==> src/rtl/q_8_34f_pkg.sv <==
// Shared constants and controller state encoding for the ones pattern generator.
// Pure declarations; no logic, no latency, no flow control.
package q_8_34f_pkg;

    localparam int data_size = 8;
    localparam int r2_size   = $clog2(data_size) + 1;

    typedef enum logic [0:0] {
        S_idle = 1'b0,
        S_1    = 1'b1
    } state_t;

endpackage

==> src/rtl/ones_pattern_ctrl.sv <==
// Controller for the ones pattern generator: sequences load, shift and decrement.
// Latency: one load cycle, then one shift per requested one, then one exit cycle.
// Backpressure: none; start is only honoured while idle (rdy high).
module ones_pattern_ctrl
    import q_8_34f_pkg::*;
(
    input  logic clk,
    input  logic rst,
    input  logic start,
    input  logic zero,
    output logic load_regs,
    output logic decr_r2,
    output logic shift,
    output logic done,
    output logic rdy
);

    state_t state_q;
    state_t state_d;
    logic   Q_out;
    logic   q_out_d;

    always_ff @(posedge clk) begin
        if (rst) begin
            state_q <= S_idle;
            Q_out   <= 1'b0;
        end else begin
            state_q <= state_d;
            Q_out   <= q_out_d;
        end
    end

    always_comb begin
        state_d   = state_q;
        load_regs = 1'b0;
        decr_r2   = 1'b0;
        shift     = 1'b0;
        q_out_d   = 1'b0;
        case (state_q)
            S_idle: begin
                if (start) begin
                    load_regs = 1'b1;
                    state_d   = S_1;
                end
            end
            S_1: begin
                if (zero) begin
                    // Flag the exit so done is a pure register output in the idle cycle.
                    state_d = S_idle;
                    q_out_d = 1'b1;
                end else begin
                    shift   = 1'b1;
                    decr_r2 = 1'b1;
                end
            end
            default: state_d = S_idle;
        endcase
    end

    assign rdy  = (state_q == S_idle);
    assign done = Q_out;

endmodule

==> src/rtl/ones_pattern_gen.sv <==
// Builds a data_size-bit word holding cnt_in ones, packed at the LSB or MSB end.
// Latency: k+1 cycles after the load edge for saturated count k; rdy high when idle.
// Backpressure: start/cnt_in ignored while busy; requests above data_size saturate and set ovf.
module ones_pattern_gen
    import q_8_34f_pkg::*;
#(
    parameter int data_size = q_8_34f_pkg::data_size,
    parameter int r2_size   = $clog2(data_size) + 1,
    parameter bit MSB_FIRST = 1'b0
) (
    input  logic                 clk,
    input  logic                 rst,
    input  logic                 start,
    input  logic [r2_size-1:0]   cnt_in,
    output logic [data_size-1:0] data_out,
    output logic                 rdy,
    output logic                 done,
    output logic                 ovf
);

    localparam logic [r2_size-1:0] MAX_CNT = r2_size'(data_size);

    logic [data_size-1:0] r1_q, r1_d;
    logic [r2_size-1:0]   r2_q, r2_d;
    logic                 ovf_q, ovf_d;
    logic [data_size-1:0] r1_shifted;
    logic                 over;
    logic                 zero;
    logic                 load_regs;
    logic                 decr_r2;
    logic                 shift;

    ones_pattern_ctrl controller (
        .clk       (clk),
        .rst       (rst),
        .start     (start),
        .zero      (zero),
        .load_regs (load_regs),
        .decr_r2   (decr_r2),
        .shift     (shift),
        .done      (done),
        .rdy       (rdy)
    );

    assign zero = (r2_q == '0);
    assign over = (cnt_in > MAX_CNT);

    // Saturation bounds the shift count to data_size, so no one is ever pushed out.
    assign r1_shifted = MSB_FIRST ? {1'b1, r1_q[data_size-1:1]}
                                  : {r1_q[data_size-2:0], 1'b1};

    always_comb begin
        r1_d  = r1_q;
        r2_d  = r2_q;
        ovf_d = ovf_q;
        if (load_regs) begin
            r1_d  = '0;
            r2_d  = over ? MAX_CNT : cnt_in;
            ovf_d = over;
        end else begin
            if (shift) begin
                r1_d = r1_shifted;
            end
            if (decr_r2) begin
                r2_d = r2_q - 1'b1;
            end
        end
    end

    always_ff @(posedge clk) begin
        if (rst) begin
            r1_q  <= '0;
            r2_q  <= '0;
            ovf_q <= 1'b0;
        end else begin
            r1_q  <= r1_d;
            r2_q  <= r2_d;
            ovf_q <= ovf_d;
        end
    end

    assign data_out = r1_q;
    assign ovf      = ovf_q;

endmodule

==> config.mk <==
export PLATFORM = sky130hd
export DESIGN_NAME = ones_pattern_gen
export DESIGN_NICKNAME = d
export VERILOG_FILES = /design/src/rtl/q_8_34f_pkg.sv /design/src/rtl/ones_pattern_ctrl.sv /design/src/rtl/ones_pattern_gen.sv
export SDC_FILE = /design/constraint.sdc
export NUM_CORES = 1
export LEC_CHECK = 0
export ABC_AREA = 1
export BUFFER_PORTS_ARGS = -buffer_cell sky130_fd_sc_hd__clkbuf_2
export CORE_MARGIN = 5
export CORE_UTILIZATION = 40
export CTS_BUF_LIST = sky130_fd_sc_hd__clkbuf_2 sky130_fd_sc_hd__clkbuf_4 sky130_fd_sc_hd__clkbuf_8
export DETAILED_ROUTE_END_ITERATION = 10
export PLACE_DENSITY = 0.69
export RECOVER_POWER = 50
export SLEW_MARGIN = 20
export SYNTH_ARGS = -nofsm -noshare
export SYNTH_HDL_FRONTEND = slang
export SYNTH_SLANG_ARGS = --single-unit
==> constraint.sdc <==
create_clock -name clk -period 1.62 [get_ports clk]
set_input_delay 0.405 -clock clk [delete_from_list [all_inputs] [get_ports clk]]
set_output_delay 0.405 -clock clk [all_outputs]
set_load 0.02 [all_outputs]
==> results.json <==
{
  "status": "completed",
  "syn_avg_cell_area_um2": 7.14,
  "final_common_cell": "nand2_1",
  "nets": 126,
  "rsz0062_at_grt": "false",
  "place_hpwl_um": 1080,
  "area_growth_syn_to_layout_pct": 16.2,
  "max_slew_margin_pct": 76.7,
  "synth_cells": 96,
  "viasPerCell": 4.79,
  "synth_top_cell_by_area": "dfxtp_1",
  "grt_first_pass_wirelength_um": 2490,
  "post_cts_resized": 0,
  "ys_ff_latch": 15,
  "fillers": 199,
  "overflow": 0,
  "diodes": 0,
  "finish.instance_area_um2": 797,
  "die_w_um": 51.4,
  "vias": 642,
  "row_count": 15,
  "fmax_ghz": 0.725,
  "p_leak_nw": 0.356,
  "slew_viol_final": 0,
  "synth.top_cells.by_area": "dfxtp_1 (44%), nand2_1 (14%), a21oi_1 (7.3%)",
  "grt_pass1_vias": 610,
  "antenna_found_initial": 0,
  "critical_path.endpoint_type": "output port",
  "clkLatencyLatePin_ns": 0.29,
  "maxCapViolCount": 0,
  "worst_pin_slew_ns": 0.349,
  "post_dp_cell_area_um2": 788,
  "core-area_mm2": 0.00167,
  "drive_above_1_share_pct": 16.2,
  "cp.required_ns": 1.21,
  "fin_setup_tns_ns": 0,
  "cts_max_level": 1,
  "min_period_ns": 1.38,
  "cts_buffer_depth": 2,
  "root_buffer": "clkbuf_4",
  "synthDistinctLibCells": 21,
  "powerDensity_mw_per_mm2": 951,
  "holdWs_ns": 0.313,
  "clk_pin_slew_worst_paths_ns": 0.09,
  "wirelength_um": 1380,
  "dieArea_mm2": 0.00264,
  "slowest_stage": "dfxtp_1",
  "drtAntennaViolNets": 0,
  "grtUsageTotal_pct": 12.6,
  "synth-seq-area-share_pct": 43.8,
  "synth_area_um2": 686,
  "power_mw": 0.758,
  "syn_nets": 104,
  "hold_viol": 0,
  "path_class": "flip-flop to output port",
  "dr.pass1.iters": 4,
  "start_kind": "flip-flop",
  "final_cell_mix": "nand2_1 (26), dfxtp_1 (15), inv_1 (12), nor2_1 (10), a21oi_1 (10)",
  "cts_setup_buffers": 0,
  "skew_ns": 0.0100,
  "cpPeakStageDelay_ns": 0.41,
  "ys_warn_count": 0,
  "synth_top_area_share_pct": 43.8,
  "cts_hold_buffers": 0,
  "fin_crit_sh_pct": 85.1,
  "die_h_um": 51.4,
  "path_cells": "inv_1, clkbuf_2",
  "grt_max_degree": 10,
  "place.gp.congestion": 0.858,
  "cts.sinks": 15,
  "setup_viol": 0,
  "peakVddDrop_v": 0.000406,
  "cts_tree": "done",
  "drt_iter0_markers": 12,
  "io_pins": 18,
  "io_buffer_count": 17,
  "drc": 0,
  "start_util_pct": 41.0,
  "placed_cells": 130,
  "numCtsBuffers": 3,
  "wl_per_cell_um": 10.3,
  "fin_cells": 134,
  "crit_arrival_ns": 0.97,
  "cp_max_fo": 4,
  "worstHoldPathType": "primary input to flip-flop"
}
==> worst max-delay path, delay by kind of cell, from the launching register on <==
family   cells  cell delay [ns]
buf+inv      2             0.28
flops        1             0.41
==> layer usage <==
metal	track usage, %	part of all wire, %
met3	4.37	4.1
met5	0	0
met4	7.86	3.0
met1	13.9	44
met2	20.6	48
==> cell families after synthesis <==
| group | count (synthesis) | share of synthesized area, % |
|---|---|---|
| flip-flops | 15 | 43.8 |
| adder cells (fa/ha/maj) | 1 | 1.82 |
| AND/OR/NAND/NOR | 49 | 32.8 |
| AO/OA/AOI/OAI | 15 | 11.3 |
| buffers and inverters | 16 | 10.2 |
==> sequential cells by signal, summed over array words and instances (netlist names) <==
signal              flops
controller.done         1
controller.state_q      1
data_out                8
ovf                     1
r2_q                    4
==> power by group <==
group,total (mW),switching [mW],internal (mW)
combinational,0.146,0.0945,0.0514
clock,0.212,0.120,0.0917
sequential,0.400,0.0143,0.386
total,0.758,0.229,0.529
==> final timing paths <==
kind	from	to	slack (ns)	cells after the start
max reg2reg	r2_q[0]	data_out[0]	0.26	7
max	controller.state_q	rdy	0.24	2
min reg2reg	data_out[7]	data_out[7]	0.48	2
min	rst	controller.state_q	0.31	2
==> synth_stat cells <==
| cell type | count |
|---|---|
| nand2_1 | 25 |
| dfxtp_1 | 15 |
| inv_1 | 11 |
| a21oi_1 | 10 |
| nor2_1 | 10 |
| nand3_1 | 6 |
| o21ai_0 | 3 |
| inv_2 | 2 |
| nand2_4 | 2 |
| buf_6 | 1 |
| clkinv_1 | 1 |
| ha_1 | 1 |
| inv_4 | 1 |
| nand2_2 | 1 |
| nand3_2 | 1 |
| nand3b_1 | 1 |
| nand4_1 | 1 |
| nor2_2 | 1 |
| nor3_1 | 1 |
| o21ai_1 | 1 |
| o21bai_1 | 1 |
==> layout make-up <==
class | instances | area (µm²) | share of cell area [%]
Sequential cell | 15 | 300 | 37.7
Clock buffer | 3 | 22.5 | 2.83
Timing Repair Buffer | 18 | 81.3 | 10.2
Tap cell | 17 | 21.3 | 2.67
Clock inverter | 1 | 5.00 | 0.628
Multi-Input combinational cell | 65 | 308 | 38.6
Inverter | 15 | 58.8 | 7.38
==> metrics by stage <==
stage,util (%),setup WS (ns)
finish,47.7,0.241
detailed placement,47.2,0.245
global route,47.7,0.0537
floorplan,-,0.430
global placement,47.2,0.298
CTS,48.8,0.236
Note: power is estimated with default switching activity, not from simulation.
